$ cat src/rtl/seq_detect_tick.sv
`default_nettype none
// ============================================================================
// Module      : seq_detect_tick
// Description : Serial pattern detector with built-in slow-tick divider.
//               Samples x once per tick, compares the last PAT_W samples
//               against PATTERN, raises z for one tick period per match and
//               keeps a saturating match count.
// Revision    : 1.0 - initial release
// ============================================================================
module seq_detect_tick #(
    parameter int                 PAT_W   = 4,
    parameter logic [PAT_W-1:0]   PATTERN = 4'b1011,
    parameter int                 DIV     = 50000000,
    parameter int                 OVERLAP = 1,
    parameter int                 CNT_W   = 8
) (
    input  logic                         clk,
    input  logic                         clr,
    input  logic                         x,
    output logic                         tick,
    output logic                         z,
    output logic [PAT_W-1:0]             hist,
    output logic [$clog2(PAT_W+1)-1:0]   fill,
    output logic [CNT_W-1:0]             match_cnt,
    output logic                         cnt_sat
);

    localparam int                  c_FILL_W    = $clog2(PAT_W + 1);
    localparam logic [c_FILL_W-1:0] c_FILL_FULL = c_FILL_W'(PAT_W);

    logic                r_tick;
    logic                r_z;
    logic [PAT_W-1:0]    r_hist;
    logic [c_FILL_W-1:0] r_fill;
    logic [CNT_W-1:0]    r_cnt;
    logic                r_sat;

    logic [PAT_W-1:0]    w_hist_next;
    logic [c_FILL_W-1:0] w_fill_next;
    logic [c_FILL_W-1:0] w_fill_load;
    logic                w_match;
    logic [CNT_W-1:0]    w_cnt_next;

    generate
        if (DIV <= 1) begin : g_div_single
            // Every cycle is a sample point; tick only drops for the cycle after a reset edge.
            always_ff @(posedge clk) begin
                if (clr) begin
                    r_tick <= 1'b0;
                end else begin
                    r_tick <= 1'b1;
                end
            end
        end else begin : g_div_count
            localparam int                 c_DIV_W    = $clog2(DIV);
            localparam logic [c_DIV_W-1:0] c_DIV_LAST = c_DIV_W'(DIV - 1);

            logic [c_DIV_W-1:0] r_div;
            logic [c_DIV_W-1:0] w_div_next;

            // Next divider value, wrapping from DIV-1 back to zero.
            always_comb begin
                w_div_next = r_div + c_DIV_W'(1);
                if (r_div == c_DIV_LAST) begin
                    w_div_next = '0;
                end
            end

            // Divider register; tick is registered from the next count so it is high exactly while r_div==DIV-1.
            always_ff @(posedge clk) begin
                if (clr) begin
                    r_div  <= '0;
                    r_tick <= 1'b0;
                end else begin
                    r_div  <= w_div_next;
                    r_tick <= (w_div_next == c_DIV_LAST);
                end
            end
        end
    endgenerate

    // Shift/fill/match evaluation on post-shift values; nothing moves outside tick cycles.
    always_comb begin
        w_hist_next = r_hist;
        w_fill_next = r_fill;
        w_match     = 1'b0;
        if (r_tick) begin
            w_hist_next = {r_hist[PAT_W-2:0], x};
            if (r_fill != c_FILL_FULL) begin
                w_fill_next = r_fill + c_FILL_W'(1);
            end
            // Fill gating keeps reset zeros from matching an all-zero pattern.
            w_match = (w_fill_next == c_FILL_FULL) && (w_hist_next == PATTERN);
        end
    end

    // Non-overlapping mode discards history after a match; saturating match counter.
    always_comb begin
        w_fill_load = w_fill_next;
        if (w_match && (OVERLAP == 0)) begin
            w_fill_load = '0;
        end
        w_cnt_next = r_cnt;
        if (w_match && !(&r_cnt)) begin
            w_cnt_next = r_cnt + CNT_W'(1);
        end
    end

    // Detector state; z reloads only at tick edges so it spans one full tick period.
    always_ff @(posedge clk) begin
        if (clr) begin
            r_z    <= 1'b0;
            r_hist <= '0;
            r_fill <= '0;
            r_cnt  <= '0;
            r_sat  <= 1'b0;
        end else begin
            r_hist <= w_hist_next;
            r_fill <= w_fill_load;
            r_cnt  <= w_cnt_next;
            r_sat  <= &w_cnt_next;
            if (r_tick) begin
                r_z <= w_match;
            end
        end
    end

    assign tick      = r_tick;
    assign z         = r_z;
    assign hist      = r_hist;
    assign fill      = r_fill;
    assign match_cnt = r_cnt;
    assign cnt_sat   = r_sat;

endmodule
`default_nettype wire

$ cat config.mk
export PLATFORM = sky130hd
export DESIGN_NAME = seq_detect_tick
export DESIGN_NICKNAME = d
export VERILOG_FILES = /design/src/rtl/seq_detect_tick.sv
export SDC_FILE = /design/constraint.sdc
export NUM_CORES = 1
export LEC_CHECK = 0
export CAP_MARGIN = 20
export CORE_ASPECT_RATIO = 0.8
export CORE_UTILIZATION = 45
export DETAILED_ROUTE_END_ITERATION = 10
export HOLD_SLACK_MARGIN = 0.06
export PLACE_DENSITY_LB_ADDON = 0.1
export SETUP_SLACK_MARGIN = 0.3
export SLEW_MARGIN = 10
export SYNTH_ARGS = -nofsm -noshare
export SYNTH_HDL_FRONTEND = slang
export SYNTH_SLANG_ARGS = --single-unit
$ cat constraint.sdc
create_clock -name clk -period 2.9 [get_ports clk]
set_input_delay 0.58 -clock clk [delete_from_list [all_inputs] [get_ports clk]]
set_output_delay 0.58 -clock clk [all_outputs]
set_load 0.03 [all_outputs]
==> results.sh, run 1 <==
export IMPL_status="finished clean"
export IMPL_syn_nets=281
export IMPL_cp_depth=7
export IMPL_grt_pass1_vias=1732
export IMPL_relSlewSlack_pct=69.0
export IMPL_die_y_um=66.1
export IMPL_whs_ns=0.477
export IMPL_path_class="flop to flop"
export IMPL_gp_congestion=0.903
export IMPL_path_max_fanout=6
export IMPL_grt_antenna_before_repair=0
export IMPL_nNetsFinal=299
export IMPL_first_pass_iters=4
export IMPL_n_fill_cell=460
export IMPL_layout_drive_gt1_share_pct=8.22
export IMPL_die_w_um=82.2
export IMPL_clk_path_buf_depth=2
export IMPL_worst_hold_path_type="flop to flop"
export IMPL_initial_utilization_pct=48.6
export IMPL_antenna_cells_inserted=0
export IMPL_ioPinCount=21
export IMPL_synth_cell_type_count=46
export IMPL_post_cts_buffers=0
export IMPL_path_clk_slew_ns=0.08
export IMPL_grt_overflow_total=0
export IMPL_grt_start_max_net_pins=22
export IMPL_crit_path_max_incr_delay_ns=0.59
export IMPL_ys_ff_latch=44
export IMPL_grtUsageTotal_pct=21.0
export IMPL_rsz0062_at_grt="no"
export IMPL_yosys_area_top_type="dfxtp_1"
export IMPL_core_area_um2=4760
export IMPL_synthTopCellsByArea="dfxtp_1 (38%), nor2_1 (8.4%), xnor2_1 (6.8%), xor2_1 (4.9%), nand3_1 (3.5%)"
export IMPL_syn_cell_area_um2=2310
export IMPL_ant_nets=0
export IMPL_cts_root_buf="clkbuf_8"
export IMPL_cts_buffers=5
export IMPL_dp_slack_ns=0.267
export IMPL_total_power_uw=1060
export IMPL_crit_family="simple AND/OR/NAND/NOR gates"
export IMPL_maxCapViolations=0
export IMPL_cts_tree="built"
export IMPL_r2r_cells=7
export IMPL_htreeDepth=2
export IMPL_multiInputGateArea_um2=1350
export IMPL_slowest_stage="or4_4"
export IMPL_tightest_slew_ns=0.461
export IMPL_wl_per_cell_um=14.9
export IMPL_port_buffers=20
export IMPL_min_delay_path_depth=2
export IMPL_vdd_ir_drop_max_uv=212
export IMPL_viasPerCell=5.63
export IMPL_tns_ns=0
export IMPL_power_density_nw_per_um2=396
export IMPL_syn_area_per_cell_um2=8.44
export IMPL_endpoint_kind="flop"
export IMPL_drc=0
export IMPL_route_vias_total=1981
export IMPL_drt_iter0_markers=211
export IMPL_num_rows=22
export IMPL_skew_ns=0.00571
export IMPL_clock_sinks=44
export IMPL_cp_num_buf_inv=1
export IMPL_postSynthCellCount=274
export IMPL_arrival_ns=2.64
export IMPL_post_dp_hpwl_mm=3.73
export IMPL_power_leakage_uw=0.000830
export IMPL_die_area_um2=5430
export IMPL_area_growth_pct=15.3
export IMPL_finalHoldViolCount=0
export IMPL_fin_crit_sh_pct=83.8
export IMPL_regArea_um2=881
export IMPL_worst_skew_pair_late_latency_ns=0.30
export IMPL_setup_slack_ns=0.470
export IMPL_yosys_warnings=0
export IMPL_path_cells="inv_1, ha_1, or4_4, nor4_4, nand3_1, xor2_1, nor4b_2"
export IMPL_post_route_min_period_ns=2.43
export IMPL_clock_fmax_mhz=412
export IMPL_critPathLaunchType="flop"
export IMPL_finalWirelength_mm=5.23
export IMPL_final_max_slew_violation_count=0
export IMPL_ys_seq_area_share_pct=38.1
export IMPL_grt_pass1_wl_mm=8.48
export IMPL_cp_required_ns=3.11
export IMPL_setup_viol=0
export IMPL_yosysTopAreaCellShare_pct=38.1
per-layer routing:
layer | up-vias | global-route usage [%] | wire (um)
met1 | 923 | 32.0 | 2800
li1 | 1000 | - | -
met4 | 0 | 7.24 | 68
met5 | - | 0 | 0
met3 | 8 | 4.14 | 283
met2 | 50 | 28.6 | 2080
sequential cells by signal (all words and copies together), names as in the netlist:
| signal | cells |
|---|---|
| g_div_count.r_div | 26 |
| match_cnt | 8 |
| hist | 4 |
| fill | 3 |
| cnt_sat | 1 |
| tick | 1 |
| z | 1 |
what timing repair did:
| item | in CTS | in global routing |
|---|---|---|
| resized for setup | 0 | 2 |
| hold buffers | 0 | 0 |
| endpoints found under the setup margin | 0 | 2 |
cell families after synthesis:
family,count (synthesis),share of synthesized area [%]
and+or+nand+nor,146,34.5
DFF,44,38.1
xor gates and xnor gates,31,11.7
AOI/OAI and AO/OA,22,6.65
buffers and inverters,20,3.84
muxes,7,3.03
adders and majority gates,4,2.16
cell type report:
type	count	area share (%)
repair buffers	25	8.92
clock buffers	7	3.61
multi-input cells	210	50.8
well taps	60	2.82
flip-flops and latches	44	33.0
inverters	6	0.845
tightest hold or removal path, delay by kind of cell (launching register included):
family          cells  cell delay, ns
compound gates      1            0.05
flops               1            0.32
simple gates        1            0.06
cell usage after synthesis (all sizes together):
| cell type | number |
|---|---|
| a2111oi | 1 |
| a211oi | 2 |
| a21oi | 5 |
| a31oi | 2 |
| a41o | 1 |
| a41oi | 1 |
| and2 | 1 |
| and3 | 5 |
| and4 | 3 |
| and4b | 1 |
| buf | 7 |
| clkbuf | 7 |
| dfxtp | 44 |
| ha | 4 |
| inv | 6 |
| mux2i | 7 |
| nand2 | 19 |
| nand2b | 5 |
| nand3 | 18 |
| nand3b | 1 |
| nand4 | 11 |
| nand4bb | 2 |
| nor2 | 52 |
| nor3 | 11 |
| nor3b | 2 |
| nor4 | 9 |
| nor4b | 1 |
| o2111ai | 1 |
| o211a | 1 |
| o21ai | 4 |
| o311ai | 1 |
| o31a | 1 |
| o31ai | 1 |
| o32a | 1 |
| or2 | 1 |
| or3 | 2 |
| or4 | 2 |
| xnor2 | 18 |
| xor2 | 13 |
where the power goes:
part	switching [uW]	leakage (uW)	internal [uW]
logic	18.4	0.000425	9.24
registers	4.57	0.000355	607
clock network	204	0.0000503	212
total	227	0.000830	829
stage by stage:
| stage | instances | utilization, % | instance area (um2) |
|---|---|---|---|
| floorplan | 274 | - | 2310 |
| global placement | 345 | 53.8 | 2560 |
| detailed placement | 345 | 53.8 | 2560 |
| CTS | 352 | 55.8 | 2660 |
| global route | 352 | 56.0 | 2670 |
| finish | 352 | 56.0 | 2670 |
layout by cell type, fill, tap and decap left out, types with 2 or more instances in the layout:
| cell | count |
|---|---|
| nand3_1 | 16 |
| nor4_4 | 2 |
| xor2_1 | 13 |
| ha_1 | 4 |
| nand2b_1 | 5 |
| nor2_1 | 52 |
| and3_1 | 5 |
| or3_1 | 2 |
| a21oi_1 | 5 |
| nand3_2 | 2 |
| mux2i_1 | 7 |
| xnor2_1 | 18 |
| nor4_2 | 2 |
| a211oi_1 | 2 |
| buf_4 | 5 |
| nand4_1 | 10 |
| or4_4 | 2 |
| nor4_1 | 5 |
| inv_1 | 6 |
| nor3_1 | 10 |
| nand2_1 | 19 |
| clkdlybuf4s50_1 | 20 |
| nor3b_1 | 2 |
| a31oi_1 | 2 |
| nand4bb_1 | 2 |
| o21ai_0 | 4 |
| clkbuf_8 | 7 |
| and4_1 | 3 |
| dfxtp_1 | 44 |
path summary, 6_finish.rpt:
path	to	startpoint	slack, ns
max reg2reg	cnt_sat	fill[0]	0.47
max	cnt_sat	fill[0]	0.47
min reg2reg	hist[3]	hist[3]	0.48
min	hist[3]	hist[3]	0.48
Power figures use the tool's default switching activity.
==> run 2, diff against run 1 <==
==> constraint.sdc (replaced) <==
create_clock -name clk -period 2.1 [get_ports clk]
set_input_delay 0.42 -clock clk [delete_from_list [all_inputs] [get_ports clk]]
set_output_delay 0.42 -clock clk [all_outputs]
set_load 0.03 [all_outputs]
==> results.sh, run 2 (same netlist as run 1, synthesis figures left out) <==
export IMPL_initial_utilization_pct=48.6
export IMPL_clock_sinks=44
export IMPL_num_rows=22
export IMPL_area_growth_pct=38.3
export IMPL_crit_path_max_incr_delay_ns=0.47
export IMPL_clock_fmax_mhz=494
export IMPL_gp_congestion=0.960
export IMPL_vdd_ir_drop_max_uv=453
export IMPL_power_density_nw_per_um2=556
export IMPL_grt_antenna_before_repair=0
export IMPL_hold_end="hist[0]"
export IMPL_final_cell_mix="nor2_1 (52), buf_4 (39), dfxtp_1 (31)"
export IMPL_regToRegSetupSlack_ns=0.07
export IMPL_largest_reg_flops=26
export IMPL_ant_nets=0
export IMPL_tightest_slew_ns=0.409
export IMPL_power_leakage_uw=0.00122
export IMPL_htreeDepth=2
export IMPL_die_y_um=66.1
export IMPL_fin_util_pct=67.2
export IMPL_setup_slack_ns=0.0747
export IMPL_status="finished clean"
export IMPL_finalHoldViolCount=0
export IMPL_core_area_um2=4760
export IMPL_drt_iter0_markers=106
export IMPL_grt_overflow_total=0
export IMPL_skew_ns=0.00315
export IMPL_endpoint_kind="flop"
export IMPL_nNetsFinal=338
export IMPL_min_delay_path_depth=3
export IMPL_holdCritStartpoint="x"
export IMPL_tns_ns=0
export IMPL_clk_path_buf_depth=2
export IMPL_layout_drive_gt1_share_pct=29.2
export IMPL_r2r_cells=7
export IMPL_cts_buffers=5
export IMPL_fin_crit_sh_pct=96.4
export IMPL_grt_start_max_net_pins=15
export IMPL_setup_viol=0
export IMPL_grtUsageTotal_pct=22.9
export IMPL_worst_skew_pair_late_latency_ns=0.29
export IMPL_cp_required_ns=2.31
export IMPL_path_class="flop to flop"
export IMPL_final_max_slew_violation_count=0
export IMPL_finalWirelength_mm=5.83
export IMPL_die_area_um2=5430
export IMPL_viasPerCell=5.51
export IMPL_dp_slack_ns=-0.315
export IMPL_ioPinCount=21
export IMPL_hold_buffers=0
export IMPL_wl_per_cell_um=14.9
export IMPL_worst_hold_path_type="input pin to flop"
export IMPL_maxCapViolations=0
export IMPL_layout_commonest_cell="nor2_1"
export IMPL_critPathLaunchType="flop"
export IMPL_port_buffers=20
export IMPL_die_w_um=82.2
export IMPL_slowest_stage="or4_4"
export IMPL_total_power_uw=1780
export IMPL_rsz0062_at_grt="yes"
export IMPL_grt_pass1_wl_mm=9.33
export IMPL_r2r_end="cnt_sat"
export IMPL_arrival_ns=2.24
export IMPL_post_route_min_period_ns=2.03
export IMPL_drc=0
export IMPL_path_clk_slew_ns=0.08
export IMPL_grt_pass1_vias=1971
export IMPL_top_register="g_div_count.r_div"
export IMPL_path_max_fanout=5
export IMPL_route_vias_total=2158
export IMPL_antenna_cells_inserted=0
export IMPL_post_dp_hpwl_mm=4.15
export IMPL_relSlewSlack_pct=72.5
export IMPL_cts_root_buf="clkbuf_8"
export IMPL_cts_tree="built"
export IMPL_first_pass_iters=6
export IMPL_r2r_start="fill[0]"
export IMPL_path_cells="inv_4, ha_4, or4_4, nor4_4, nand3_1, xor2_2, nor4b_2"
## run 2: cell types whose count changed in the layout (fill, tap and decap cells not counted), moves of 5 or more
| cell | previous run | this run |
|---|---|---|
| buf_4 | 5 | 39 |
| buf_6 | 0 | 5 |
| clkdlybuf4s50_1 | 20 | 7 |
| dfxtp_1 | 44 | 31 |
| dfxtp_2 | 0 | 8 |
| dfxtp_4 | 0 | 5 |
| dlygate4sd2_1 | 0 | 9 |
## run 2: how the worst max path moves through the flow
stage,start,endpoint,cells past startpoint
floorplan,fill[1],cnt_sat,7
global placement,x,cnt_sat,7
detailed placement,x,cnt_sat,7
CTS,fill[1],cnt_sat,7
global route,fill[0],cnt_sat,7
finish,fill[0],cnt_sat,7
## run 2: area by class of cell
class,instances,area [um2]
clock buffer,5,68.8
clock inverter,3,90.1
fill,404,1560
inverter,6,27.5
multi-input combinational,210,1480
sequential,44,910
tap,60,75.1
timing repair buffer,64,548
## run 2: worst max-delay path: cells and delay by family (launching register included)
kind                       cells  cell delay, ns
and+or+nand+nor                4            1.11
DFF                            1            0.37
buffers and inverters          1            0.04
xor gates and xnor gates       1            0.18
adders and majority gates      1            0.23
## run 2: through the flow
step / instances / hold WS (ns) / cell area (um2)
floorplan: 274 / 0.440 / 2390
finish: 392 / 0.413 / 3200
detailed placement: 376 / 0.461 / 2870
global placement: 376 / 0.454 / 2870
CTS: 386 / 0.462 / 3090
global route: 392 / 0.445 / 3200
## run 2: what timing repair did
item	4_1_cts	5_1_grt
pin swaps	8	12
gates cloned	0	0
endpoints found under the setup margin	21	16
setup buffers	2	6
gates resized for setup	27	17
## run 2: routing by layer
metal | track usage, % | routed length (um) | up-vias
met4 | 5.26 | 25 | 0
li1 | - | - | 1076
met2 | 33.0 | 2450 | 72
met5 | 0 | 0 | -
met1 | 33.4 | 2970 | 1008
met3 | 6.07 | 379 | 2
## run 2: where the power goes
part | switching, uW | internal, uW | total [uW] | leakage (uW)
Clock | 295 | 595 | 890 | 0.0000784
Combinational | 28.2 | 20.6 | 48.8 | 0.000781
Sequential | 6.81 | 834 | 840 | 0.000362
Total | 330 | 1450 | 1780 | 0.00122
==> patch 1 (settings of run 1) <==
Add an input register stage for `clr` and `x`, without a reset; this delays them by one clock.
--- a/src/rtl/seq_detect_tick.sv
+++ b/src/rtl/seq_detect_tick.sv
@@ -30,2 +30,10 @@
 
+    logic clr_q;
+    logic x_q;
+
+    always_ff @(posedge clk) begin
+        clr_q <= clr;
+        x_q   <= x;
+    end
+
     logic                r_tick;
@@ -47,3 +55,3 @@
             always_ff @(posedge clk) begin
-                if (clr) begin
+                if (clr_q) begin
                     r_tick <= 1'b0;
@@ -70,3 +78,3 @@
             always_ff @(posedge clk) begin
-                if (clr) begin
+                if (clr_q) begin
                     r_div  <= '0;
@@ -87,3 +95,3 @@
         if (r_tick) begin
-            w_hist_next = {r_hist[PAT_W-2:0], x};
+            w_hist_next = {r_hist[PAT_W-2:0], x_q};
             if (r_fill != c_FILL_FULL) begin
@@ -110,3 +118,3 @@
     always_ff @(posedge clk) begin
-        if (clr) begin
+        if (clr_q) begin
             r_z    <= 1'b0;
Formal check against the unedited RTL: same outputs for any inputs over 10 cycles, from zero or initial values; that may be too few to reach the edited logic, so the function may still have changed.
==> patch 1 against run 1 <==
Die area increased by 1.7%; power decreased by 0.57%; synthesized area increased by 1.7%; sequential cell count increased by 2; final area increased by 1.3%; worst setup slack got worse by 0.075 ns; clock power decreased by 8.2%; sequential power increased by 4.7%; sequential share of layout area increased by 1.1 points; highest routed layer unchanged; routed wire length decreased by 4.7%.
==> patch 1: results (changes against run 1) <==
* Status: finished clean
* Global-route usage over all layers at 19.4% (-1.7 points)
* Leakage at 0.845 nW (+1.8%)
* Synth Area in Compound Gates at 6.54% (-0.11 points)
* Hold WS at 0.477 ns (-0.000232 ns)
* Reg-to-reg setup timing slack at 0.40 ns (-0.08 ns)
* Seq/Total Area, Yosys at 39.1% (+1.1 points)
* Worst VDD drop at 0.203 mV (-4.2%)
* Vias in the first global route at 1759 (+1.6%)
* CTS buffer count at 5 (unchanged)
* Routed vias at 1983 (+0.10%)
* Commonest cells post-synth: nor2_1, dfxtp_1, nand2_1, xnor2_1, nand3_1
* Share of cells above drive strength 1 at 8.16% (-0.056 points)
* Ranking of synthesized cells by area: dfxtp_1, nor2_1, xnor2_1
* Post-Route M1 WL at 2740 um (-2.1%)
* Dpl ws at 0.486 ns (+0.220 ns)
* Post-synthesis average cell area at 8.53 sq um (+0.99%)
* # diodes at 0 (unchanged)
* Adder-cell share of the synthesized area at 2.13% (-0.037 points)
* Max FFs per register at 26 (unchanged)
* Data arrival time of the worst path at 2.74 ns (+0.10 ns)
* Top Family by Delay on Critical Path: compound AO/OA/AOI/OAI gates
* Deepest clock path buffer count at 2 (unchanged)
* Mux share of post-synthesis cell area at 2.98% (-0.052 points)
* Period utilisation layout at 86.4% (+2.6 points)
* Met2 Wirelength at 1960 um (-5.9%)
* CP max-delay cell: a2111oi_0
* Clock skew at 0.00913 ns (+0.00342 ns)
* Final #Nets at 302 (+1.0%)
* DRT iter0 DRCs at 186 (-12%)
* Placed Instance Area at 0.00261 sq mm (+2.0%)
* Mapped Nets at 283 (+0.71%)
* Routed met3 length at 236 um (-17%)
* Post-DP HPWL at 3620 um (-2.8%)
* Mapped Area at 0.00235 sq mm (+1.7%)
* Worst-margin pin slew at 0.656 ns (+0.195 ns)
* Synth Area in XOR/XNOR at 11.5% (-0.20 points)
* First-pass GRT wire length at 8450 um (-0.41%)
* Placed Cells at 350 (+1.4%)
* Non-filler cells, final at 356 (+1.1%)
* Slowest stage delay, CP at 0.61 ns (+0.02 ns)
-- patch 1: changes by cell type after synthesis, sizes merged --
cell / change
dfxtp: +2
-- patch 1: tightest hold or removal path, stage by stage, from the launching register on --
cell,delay (ns)
dfxtp_1,0.31
nand2b_1,0.06
a21oi_1,0.06
-- patch 1: area by class of cell --
class                   count  area, sq um
flip-flops and latches     46          921
well taps                  62         77.6
clock buffers               6         82.6
repair buffers             26          245
multi-input cells         210         1350
inverters                   6         22.5
fillers                   479         2310
-- patch 1: power by group --
group / internal [mW] / leakage (nW) / switching (mW)
sequential: 0.636 / 0.372 / 0.00509
clock: 0.184 / 0.0431 / 0.199
combinational: 0.00907 / 0.430 / 0.0171
-- patch 1: repair_timing --
item | CTS | global route
setup endpoints to repair | 0 | 1
hold buffers | 0 | 0
gates resized for setup | 0 | 1
-- patch 1: path summary, 6_finish.rpt --
kind | from | depth (start not counted) | end
max | g_div_count.r_div[0] | 7 | tick
min | hist[3] | 2 | hist[3]
max reg2reg | g_div_count.r_div[0] | 7 | tick
min reg2reg | hist[3] | 2 | hist[3]
-- patch 1: cell families after synthesis --
kind of cell / count (synthesis)
mux: 7
fa+ha+maj: 4
compound gates: 22
flops: 46
xor+xnor: 31
buf+inv: 20
simple gates: 146
-- patch 1: layer usage --
layer	up-vias	GRT usage [%]
met5	-	0
met4	0	6.68
met3	5	3.97
met2	51	27.4
met1	919	28.7
li1	1008	-
==> patch 2 (config.mk and constraints of run 1) <==
Made on the original files. `CNT_W`: 8 -> 12.
--- a/src/rtl/seq_detect_tick.sv
+++ b/src/rtl/seq_detect_tick.sv
@@ -14,3 +14,3 @@
     parameter int                 OVERLAP = 1,
-    parameter int                 CNT_W   = 8
+    parameter int                 CNT_W   = 12
 ) (
Interface: changed (resized match_cnt); port bits go from 21 to 25. The function was not compared with the original's and may differ.
==> patch 2 against run 1 <==
Synthesized area rose by 7.7%; combinational power fell by 12%; synthesized cell count rose by 12%; routed wire length rose by 2.5%; worst setup slack improved by 0.028 ns; power rose by 4.9%; sequential cell count rose by 4; maximum frequency rose by 1.2%; final area rose by 8.3%; largest power group unchanged; count of clock-buffer cells in the layout fell by 1.
==> patch 2: results (changes against run 1) <==
* Total wire length at 5360 um (+2.5%)
* Hold Path Origin: g_div_count.r_div[0]
* Status: finished clean
* Final #Nets at 339 (+13%)
* Placed Cells at 387 (+12%)
* Mapped Nets at 315 (+12%)
* Commonest cells post-synth: nor2_1, dfxtp_1, nand2_1, xnor2_1, nand3_1
* Dpl ws at 0.472 ns (+0.205 ns)
* Largest net degree at the start of global routing at 26 (+18%)
* Netlist cell types at 42 (-8.7%)
* First-pass GRT wire length at 9040 um (+6.6%)
* Worst Hold Endpoint: g_div_count.r_div[0]
* Invs w/o clock at 12 (+6)
* Combinational share of power at 2.2% (-0.4 points)
* Critical R2R Launch: g_div_count.r_div[0]
* Data arrival time of the worst path at 2.60 ns (-0.04 ns)
* Met1 Track Usage GR at 30.8% (-1.2 points)
* Clk cell area share at 3.38% (-0.23 points)
* Routed met3 length at 263 um (-7.1%)
* Seq/Total Area, Yosys at 38.6% (+0.50 points)
* CTS sink cnt at 48 (+9.1%)
* Worst Reg-to-Reg Cells at 8 (+1)
* Clock skew at 0.00743 ns (+0.00172 ns)
* Fill count at 522 (+13%)
* GP Congestion at 0.822 (-8.9%)
* Sw Ratio at 22.0% (+0.49 points)
* Post-DP HPWL at 4020 um (+7.9%)
* Worst slew margin at 54.1% (-15 points)
* Ranking of synthesized cells by area: dfxtp_1, nor2_1, xnor2_1
* DRT iter0 DRCs at 135 (-36%)
* Seq pwr share at 60.0% (+2.1 points)
* Mapped Cells at 308 (+12%)
* Clk_buf instances at 6 (-1)
* Reg-to-reg setup timing slack at 0.50 ns (+0.03 ns)
* Worst VDD drop at 0.265 mV (+25%)
* Drt wl/cell at 13.6 um (-8.7%)
* Vias in the first global route at 1864 (+7.6%)
* Non-clock buffer share at 9.62% (+0.71 points)
* Worst Path Max Fanout at 11 (+5)
* Port Buffer Count at 24 (+20%)
-- patch 2: kinds of logic (layout without fill, tap and decap cells) --
logic type | Yosys count | in the layout | share of synthesized area (%)
AOI/OAI and AO/OA | 29 | 29 | 7.13
buffers and inverters | 24 | 49 | 4.12
xor gates and xnor gates | 35 | 35 | 12.3
DFF | 48 | 48 | 38.6
and+or+nand+nor | 162 | 162 | 33.3
muxes | 6 | 6 | 2.51
adders and majority gates | 4 | 4 | 2.01
-- patch 2: per-stage QoR --
| stage | hold slack, ns | total power, mW | area [sq um] |
|---|---|---|---|
| floorplan | 0.426 | 0.696 | 2490 |
| global placement | 0.448 | 0.705 | 2790 |
| detailed placement | 0.453 | 0.705 | 2790 |
| CTS | 0.474 | 1.12 | 2890 |
| global route | 0.503 | 1.16 | 2890 |
| finish | 0.467 | 1.11 | 2890 |
-- patch 2: how the worst max path moves through the flow --
| stage | slack (ns) | cells after the start | end | start |
|---|---|---|---|---|
| 6_report | 0.50 | 8 | g_div_count.r_div[13] | g_div_count.r_div[0] |
| 5_1_grt | 0.31 | 8 | g_div_count.r_div[25] | g_div_count.r_div[0] |
| 4_1_cts | 0.49 | 7 | tick | g_div_count.r_div[0] |
| 3_5_place_dp | 0.47 | 7 | match_cnt[6] | x |
| 3_3_place_gp | 0.48 | 7 | match_cnt[6] | x |
| 2_1_floorplan | 0.62 | 9 | cnt_sat | fill[0] |
-- patch 2: critical path: stages, from the launching register on --
cell      delay (ns)
dfxtp_1         0.37
ha_1            0.23
nand4_2         0.21
nor2_1          0.25
nand2_1         0.07
or4_1           0.53
nand2b_1        0.35
buf_4           0.23
nor2_1          0.05
